`src/rtl/wb_timer_if.sv`:
```
// wb_timer_if: Wishbone pipelined bus bundle between an initiator and wb_timer.
// The master modport drives requests; the slave modport answers them.
interface wb_timer_if;
    logic        wb_cyc;
    logic        wb_stb;
    logic        wb_we;
    logic [3:0]  wb_sel;
    logic [31:0] wb_adr;
    logic [31:0] wb_dat_i;
    logic [31:0] wb_dat_o;
    logic        wb_ack;
    logic        wb_err;
    logic        wb_stall;

    modport master (
        output wb_cyc, wb_stb, wb_we, wb_sel, wb_adr, wb_dat_i,
        input  wb_dat_o, wb_ack, wb_err, wb_stall
    );

    modport slave (
        input  wb_cyc, wb_stb, wb_we, wb_sel, wb_adr, wb_dat_i,
        output wb_dat_o, wb_ack, wb_err, wb_stall
    );
endinterface

```
`src/rtl/wb_timer.sv`:
```
// wb_timer: RISC-V style machine timer (mtime / mtimecmp) on a Wishbone slave.
// A programmable prescaler produces ticks that advance the 64-bit mtime;
// irq_timer is a registered mtime >= mtimecmp compare.
// Optional build macro WB_TIMER_ERR_EN: accesses to the unmapped offsets
// 0x18/0x1C return wb_err instead of a zero-data wb_ack.
module wb_timer #(
    parameter logic [31:0] PRESCALE_RST = 32'd0,
    parameter logic [63:0] CMP_RST      = 64'hFFFF_FFFF_FFFF_FFFF
) (
    input  logic      clk,
    input  logic      rst_n,
    wb_timer_if.slave wb,
    output logic      irq_timer
);

    localparam logic [2:0] OFS_MTIME_LO = 3'd0;
    localparam logic [2:0] OFS_MTIME_HI = 3'd1;
    localparam logic [2:0] OFS_CMP_LO   = 3'd2;
    localparam logic [2:0] OFS_CMP_HI   = 3'd3;
    localparam logic [2:0] OFS_PSC      = 3'd4;
    localparam logic [2:0] OFS_CTRL     = 3'd5;

    // State
    logic [63:0] mtime_r;
    logic [63:0] mtimecmp_r;
    logic [31:0] prescale_r;
    logic [31:0] pcnt_r;
    logic [31:0] shadow_r;
    logic        enable_r;
    logic        irq_r;
    logic        ack_r;
    logic        err_r;
    logic [31:0] dat_r;

    // Decode / next-state
    logic        req_s;
    logic        wr_s;
    logic        rd_s;
    logic [2:0]  ofs_s;
    logic        wr_mlo_s;
    logic        wr_mhi_s;
    logic        wr_clo_s;
    logic        wr_chi_s;
    logic        wr_psc_s;
    logic        wr_ctrl_s;
    logic        tick_s;
    logic [63:0] mtime_inc_s;
    logic [63:0] mtime_nxt_s;
    logic [31:0] rdata_s;
    logic        unused_adr_s;
`ifdef WB_TIMER_ERR_EN
    logic        hole_s;
`endif

    // Replace the bytes of old_v selected by sel with the bytes of new_v.
    function automatic logic [31:0] byte_merge(
        input logic [31:0] old_v,
        input logic [31:0] new_v,
        input logic [3:0]  sel
    );
        logic [31:0] res;
        for (int i = 0; i < 4; i++) begin
            res[8*i +: 8] = sel[i] ? new_v[8*i +: 8] : old_v[8*i +: 8];
        end
        return res;
    endfunction

    // The interconnect has already matched the base address.
    assign unused_adr_s = ^{wb.wb_adr[31:5], wb.wb_adr[1:0]};

    // Request decode: one request per cycle, never stalled.
    always_comb begin
        req_s     = wb.wb_cyc & wb.wb_stb;
        ofs_s     = wb.wb_adr[4:2];
        wr_s      = req_s & wb.wb_we;
        rd_s      = req_s & ~wb.wb_we;
        wr_mlo_s  = wr_s & (ofs_s == OFS_MTIME_LO);
        wr_mhi_s  = wr_s & (ofs_s == OFS_MTIME_HI);
        wr_clo_s  = wr_s & (ofs_s == OFS_CMP_LO);
        wr_chi_s  = wr_s & (ofs_s == OFS_CMP_HI);
        wr_psc_s  = wr_s & (ofs_s == OFS_PSC);
        wr_ctrl_s = wr_s & (ofs_s == OFS_CTRL);
`ifdef WB_TIMER_ERR_EN
        hole_s    = ofs_s[2] & ofs_s[1];
`endif
    end

    // Tick generation; a prescale write restarts the period, so it also
    // swallows the tick of that cycle.
    always_comb begin
        tick_s = enable_r & (pcnt_r == prescale_r) & ~wr_psc_s;
    end

    // mtime next value: a written half takes the bus data, the other half
    // keeps only its own carry-free increment.
    always_comb begin
        mtime_inc_s = mtime_r + 64'd1;
        mtime_nxt_s = tick_s ? mtime_inc_s : mtime_r;
        if (wr_mlo_s) begin
            mtime_nxt_s[31:0]  = byte_merge(mtime_r[31:0], wb.wb_dat_i, wb.wb_sel);
            mtime_nxt_s[63:32] = mtime_r[63:32];
        end else if (wr_mhi_s) begin
            mtime_nxt_s[63:32] = byte_merge(mtime_r[63:32], wb.wb_dat_i, wb.wb_sel);
            mtime_nxt_s[31:0]  = tick_s ? mtime_inc_s[31:0] : mtime_r[31:0];
        end else begin
            mtime_nxt_s = tick_s ? mtime_inc_s : mtime_r;
        end
    end

    // Read data mux; the mtime high word comes from the snapshot.
    always_comb begin
        case (ofs_s)
            OFS_MTIME_LO: rdata_s = mtime_r[31:0];
            OFS_MTIME_HI: rdata_s = shadow_r;
            OFS_CMP_LO:   rdata_s = mtimecmp_r[31:0];
            OFS_CMP_HI:   rdata_s = mtimecmp_r[63:32];
            OFS_PSC:      rdata_s = prescale_r;
            OFS_CTRL:     rdata_s = {31'd0, enable_r};
            default:      rdata_s = 32'd0;
        endcase
    end

    // Prescale counter: wraps at prescale, cleared by a prescale write.
    always_ff @(posedge clk) begin
        if (!rst_n) begin
            pcnt_r <= 32'd0;
        end else if (wr_psc_s) begin
            pcnt_r <= 32'd0;
        end else if (enable_r) begin
            pcnt_r <= (pcnt_r == prescale_r) ? 32'd0 : pcnt_r + 32'd1;
        end else begin
            pcnt_r <= pcnt_r;
        end
    end

    // Timer registers and the hi-word snapshot taken on a low-word read.
    always_ff @(posedge clk) begin
        if (!rst_n) begin
            mtime_r    <= 64'd0;
            mtimecmp_r <= CMP_RST;
            prescale_r <= PRESCALE_RST;
            enable_r   <= 1'b0;
            shadow_r   <= 32'd0;
        end else begin
            mtime_r <= mtime_nxt_s;
            if (wr_clo_s) begin
                mtimecmp_r[31:0] <= byte_merge(mtimecmp_r[31:0], wb.wb_dat_i, wb.wb_sel);
            end else begin
                mtimecmp_r[31:0] <= mtimecmp_r[31:0];
            end
            if (wr_chi_s) begin
                mtimecmp_r[63:32] <= byte_merge(mtimecmp_r[63:32], wb.wb_dat_i, wb.wb_sel);
            end else begin
                mtimecmp_r[63:32] <= mtimecmp_r[63:32];
            end
            if (wr_psc_s) begin
                prescale_r <= byte_merge(prescale_r, wb.wb_dat_i, wb.wb_sel);
            end else begin
                prescale_r <= prescale_r;
            end
            if (wr_ctrl_s && wb.wb_sel[0]) begin
                enable_r <= wb.wb_dat_i[0];
            end else begin
                enable_r <= enable_r;
            end
            if (rd_s && (ofs_s == OFS_MTIME_LO)) begin
                shadow_r <= mtime_r[63:32];
            end else begin
                shadow_r <= shadow_r;
            end
        end
    end

    // Interrupt compare, registered; independent of enable.
    always_ff @(posedge clk) begin
        if (!rst_n) begin
            irq_r <= 1'b0;
        end else begin
            irq_r <= (mtime_r >= mtimecmp_r);
        end
    end

    // Bus response: ack/err and read data exactly one cycle after the request.
    always_ff @(posedge clk) begin
        if (!rst_n) begin
            ack_r <= 1'b0;
            err_r <= 1'b0;
            dat_r <= 32'd0;
        end else begin
`ifdef WB_TIMER_ERR_EN
            ack_r <= req_s & ~hole_s;
            err_r <= req_s & hole_s;
`else
            ack_r <= req_s;
            err_r <= 1'b0;
`endif
            dat_r <= rd_s ? rdata_s : 32'd0;
        end
    end

    assign wb.wb_ack   = ack_r;
    assign wb.wb_err   = err_r;
    assign wb.wb_dat_o = dat_r;
    assign wb.wb_stall = 1'b0;
    assign irq_timer   = irq_r;

endmodule

```
`src/flat_wrapper.sv`:
```
// flat-port wrapper written by rule: the top's interface ports become plain ports
module wb_timer_flat 
#(
    parameter logic [31:0] PRESCALE_RST = 32'd0,
    parameter logic [63:0] CMP_RST      = 64'hFFFF_FFFF_FFFF_FFFF
)
  (clk, rst_n, irq_timer, wb_wb_cyc, wb_wb_stb, wb_wb_we, wb_wb_sel, wb_wb_adr, wb_wb_dat_i, wb_wb_dat_o, wb_wb_ack, wb_wb_err, wb_wb_stall);
  wb_timer_if wb_i ();
  input  logic clk;
  input  logic rst_n;
  output logic irq_timer;
  input wire logic [$bits(wb_i.wb_cyc)-1:0] wb_wb_cyc;
  input wire logic [$bits(wb_i.wb_stb)-1:0] wb_wb_stb;
  input wire logic [$bits(wb_i.wb_we)-1:0] wb_wb_we;
  input wire logic [$bits(wb_i.wb_sel)-1:0] wb_wb_sel;
  input wire logic [$bits(wb_i.wb_adr)-1:0] wb_wb_adr;
  input wire logic [$bits(wb_i.wb_dat_i)-1:0] wb_wb_dat_i;
  output wire logic [$bits(wb_i.wb_dat_o)-1:0] wb_wb_dat_o;
  output wire logic [$bits(wb_i.wb_ack)-1:0] wb_wb_ack;
  output wire logic [$bits(wb_i.wb_err)-1:0] wb_wb_err;
  output wire logic [$bits(wb_i.wb_stall)-1:0] wb_wb_stall;
  assign wb_i.wb_cyc = wb_wb_cyc;
  assign wb_i.wb_stb = wb_wb_stb;
  assign wb_i.wb_we = wb_wb_we;
  assign wb_i.wb_sel = wb_wb_sel;
  assign wb_i.wb_adr = wb_wb_adr;
  assign wb_i.wb_dat_i = wb_wb_dat_i;
  assign wb_wb_dat_o = wb_i.wb_dat_o;
  assign wb_wb_ack = wb_i.wb_ack;
  assign wb_wb_err = wb_i.wb_err;
  assign wb_wb_stall = wb_i.wb_stall;
  wb_timer #(.PRESCALE_RST(PRESCALE_RST), .CMP_RST(CMP_RST)) u_core (.clk(clk), .rst_n(rst_n), .wb(wb_i), .irq_timer(irq_timer));
endmodule
```
`config.mk`:
```
export PLATFORM = sky130hd
export DESIGN_NAME = wb_timer_flat
export DESIGN_NICKNAME = d
export VERILOG_FILES = /design/src/rtl/wb_timer_if.sv /design/src/rtl/wb_timer.sv /design/src/flat_wrapper.sv
export SDC_FILE = /design/constraint.sdc
export NUM_CORES = 1
export LEC_CHECK = 0
export ABC_AREA = 0
export CAP_MARGIN = 20
export CORE_ASPECT_RATIO = 0.6
export CORE_MARGIN = 5
export CORE_UTILIZATION = 55
export CTS_BUF_LIST = sky130_fd_sc_hd__clkbuf_8
export DETAILED_ROUTE_END_ITERATION = 8
export HOLD_SLACK_MARGIN = 0.03
export PLACE_DENSITY_LB_ADDON = 0.3
export SYNTH_ARGS = -nofsm -noshare
export SYNTH_HDL_FRONTEND = slang
export SYNTH_SLANG_ARGS = --single-unit
```
`constraint.sdc`:
```
create_clock -name clk -period 3.2 [get_ports clk]
set_input_delay 0.64 -clock clk [delete_from_list [all_inputs] [get_ports clk]]
set_output_delay 0.64 -clock clk [all_outputs]
set_load 0.005 [all_outputs]
```
==> results.md <==
- Final critical path time including I/O delays and setup: 3100 ps
- Synth Area in XOR/XNOR: 0.0365
- Clk_lat worst skew: around 580 ps
- Worst hold endpoint: u_core.shadow_r[29]$_SDFFE_PN0P_
- Number of buffers on the longest clock path: 3
- Hold path start: u_core.shadow_r[29]$_SDFFE_PN0P_
- Die extent in y: about 130 um
- DRC errors left: 0
- Met2 Usage GRT: 0.464
- Total leakage power: ~7 nW
- Grt ovf: 0
- Deepest level of the CTS H-tree: 2
- Met3 GRT Util: 0.118
- Global-route usage over all layers: 0.338
- Unique masters post-synth: 65
- R2R Setup Slk: approximately 96 ps
- Routed wire length: between 50000 and 60000 um
- Initial standard-cell utilization of the core: 0.554
- Async SR Flop Fraction: 0
- Kind of start point of the critical path: flip-flop
- Fraction of the mapped netlist area in compound gates: 0.209
- Number of hold-repair buffers added at the cts stage: 0
- Number of placement rows: 45
- Synthesized instance count: 1785
- Standard cell core area: about 0.025 mm2
- Number of nets with antenna violations after detailed routing: 0
- Startpoint of the worst register-to-register path: u_core.mtimecmp_r[27]$_SDFFE_PN1P_
- Filler cell count in the final layout: between 2000 and 2500
- Worst hold path type: flip-flop to flip-flop
- Number of violations reported at the end of detailed-routing iteration 0: between 2000 and 2500
- Via count of the first global-routing pass: approximately 13000
- Actual transition at the worst max-transition pin: 981 ps
- Number of ports placed on the die boundary: between 100 and 150
- Net count of the finished layout: 2016
- DPL Wire Length: 36600 um
- Layout overhead on the synthesized area: 16.8%
- Synthesis warning total: 0
- Critical path capture point type: flip-flop
- Overall via count from detail_route: about 15000
- Router iterations before antenna repair: 9
- Largest net degree at the start of global routing: 64
- Category of the most critical setup path: flip-flop to flip-flop
- Final sum of negative setup slack: 0 ps
- Gr busiest metal: met1
- EDFF count, synth: 0
- Final design instance area without fill: about 0.016 mm2
- Critical register-to-register path endpoint: u_core.irq_timer$_SDFF_PN0_
- Routability congestion estimate: 0.964
- Required @ worst endpoint: around 3700 ps
- Final setup viols: 0
- Run status: finished clean
- Ratio of cells with drive above 1 in the final layout: 0.107
- Number of setup buffers added after CTS: 0
- Resized cells post-CTS: 0
- Worst hold path cell count: 2
- CP top delay family: compound AO/OA/AOI/OAI gates
- Seq/Total Area, Yosys: 0.373
- Per-cell via count in the routed design: 6.54
- Rel. slew slack: 0.346
- Crit path arrival time: between 3000 and 4000 ps
- Number of clock sinks: roughly 260
- Die X-Extent: roughly 220 um
- Portion of netlist area occupied by mux cells: 0.0239
- Fin Clk Skew: approximately 23 ps
- Initial antenna violation count: 0
- Library cell contributing the largest single delay on the critical path: a221oi_1
- Synthesized cell area: 0.0139 mm2
- Crit path buffers/inverters: 2
- Unrepaired setup endpoints after global routing: no
- Combinational family with the most area after synthesis: simple AND/OR/NAND/NOR gates
- Maximum clock rate: about 320 MHz
- Tcrit/Tclk final: 0.970
- Worst-case reg-to-reg path depth: 10
- Peak supply drop: between 0.3 and 0.4 mV
- Post-synthesis share of cell area spent on and, or, nand and nor gates: 0.242
- Met1 demand-to-capacity share in global routing: 0.483
- Total die area: about 0.029 mm2
- Slowest Stage Delay on Critical Path: approximately 500 ps
- Port buffer count: just under 80
- Global-route wire length before repair: ~77000 um
- Clock-pin transition on the worst setup and hold timing paths: around 70 ps
- Maximum capacitance violations: 0
- Number of cells on the critical path: 10
- Cts bufs inserted: 39
- Dominant register cell in the synthesized netlist: dfxtp_1
- Placed inst area: 0.0154 mm2
- Max Slew Vio Count: 0
- Number of synthesized register bits: between 200 and 300
- Critical Path, Cell by Cell: inv_1, ha_1, a2111oi_0, o21ai_0, a221oi_1, o211ai_1, a21oi_1, o311ai_0, buf_4, a31o_2
- Post-synthesis average cell area: 7.80 um2
- Antenna Cells: 0
- Final Hold Viols: 0
- Power density relative to cell area: 421 mW/mm2
- TritonCTS clock tree: built
- Wire per inst: 22.7 um
- Max FO, Critical Path: 3
- Root Buffer Master: clkbuf_8
- Adder-cell area share of the yosys netlist: 0.0593
==> power breakdown <==
group / internal, mW / switching, mW
clock: 1.61 / 1.36
sequential: 3.26 / 0.0595
combinational: 0.192 / 0.369
==> kinds of logic after synthesis <==
logic type,count (synthesis)
buf+inv,204
xor+xnor,58
flops,259
compound gates,427
mux,33
simple gates,737
other cells,1
fa+ha+maj,66
==> worst max path at each step <==
stage                                       start                         endpoint  slack [ps]
6_report       u_core.mtimecmp_r[27]$_SDFFE_PN1P_      u_core.irq_timer$_SDFF_PN0_         100
3_5_place_dp                         wb_wb_adr[2]  u_core.mtime_r[51]$_SDFFE_PN0P_          80
4_1_cts        u_core.mtimecmp_r[27]$_SDFFE_PN1P_      u_core.irq_timer$_SDFF_PN0_         220
5_1_grt        u_core.mtimecmp_r[27]$_SDFFE_PN1P_      u_core.irq_timer$_SDFF_PN0_          30
3_3_place_gp                         wb_wb_adr[2]  u_core.mtime_r[51]$_SDFFE_PN0P_         180
2_1_floorplan                        wb_wb_adr[3]  u_core.mtime_r[10]$_SDFFE_PN0P_         690
==> through the flow <==
step                total power [mW]  hold slack [ps]  worst slack, ps   util  cells
global route                    7.05              476             26.0  0.648   2230
finish                          6.85              456             96.4  0.648   2230
CTS                             6.84              455              225  0.648   2230
floorplan                       3.64              436              694      -   1786
detailed placement              3.92              446             81.1  0.615   2165
global placement                3.91              442              177  0.615   2165
==> state kept, by name, indices dropped and copies added, names as in the netlist <==
signal,count
u_core.irq_timer,1
u_core.shadow_r,32
u_core.mtimecmp_r,64
u_core.prescale_r,32
u_core.pcnt_r,32
u_core.wb.wb_ack,1
u_core.mtime_r,64
u_core.enable_r,1
u_core.wb.wb_dat_o,32
==> cells in the final DEF, fill, tap and decap left out, types with 16 or more instances in the layout <==
| master | n |
|---|---|
| nor2_1 | 156 |
| clkbuf_8 | 52 |
| clkdlybuf4s50_1 | 76 |
| inv_1 | 86 |
| dfxtp_1 | 259 |
| o211ai_1 | 37 |
| a21oi_1 | 157 |
| nor3_1 | 23 |
| a222oi_1 | 27 |
| o221a_2 | 25 |
| a22o_1 | 16 |
| nand3_1 | 155 |
| and3_1 | 32 |
| xnor2_1 | 28 |
| buf_4 | 94 |
| nand4_1 | 35 |
| o21ai_0 | 38 |
| a31oi_1 | 21 |
| nand2_1 | 282 |
| ha_1 | 66 |
| mux2i_1 | 31 |
| xor2_1 | 30 |
==> cells in the mapped netlist, drive strengths merged (21+ instances only) <==
cell	n	area (um2)
and3	32	200
o211ai	37	278
o221a	25	282
nand2	282	1060
a222oi	27	270
nor2	156	586
ha	66	826
a31oi	21	131
xor2	30	263
a21oi	157	786
nor3	27	140
nand4	36	231
inv	80	300
xnor2	28	245
dfxtp	259	5180
clkbuf	113	427
nand3	155	776
o21ai	45	225
mux2i	31	310
==> metal layers <==
metal / vias up / routed length [um]
met5: - / 0
met4: 0 / 2100
met3: 172 / 7500
met2: 1035 / 20100
met1: 6774 / 21000
li1: 6597 / -
==> cell type report <==
type | count | area, um2 | share of cell area
Timing Repair Buffer | 174 | 1550 | 0.0951
Inverter | 80 | 300 | 0.0185
Clock inverter | 13 | 113 | 0.00692
Tap cell | 329 | 412 | 0.0253
Clock buffer | 52 | 716 | 0.0440
Multi-Input combinational cell | 1323 | 7990 | 0.491
Sequential cell | 259 | 5180 | 0.319
==> worst reg2reg max path: stages (launching register included) <==
cell       delay, ps
dfxtp_1          410
inv_1             60
ha_1             300
a2111oi_0        320
o21ai_0          150
a221oi_1         510
o211ai_1         170
a21oi_1          310
o311ai_0         280
buf_4            250
a31o_2           240
Note: power is estimated with default switching activity, not from simulation.
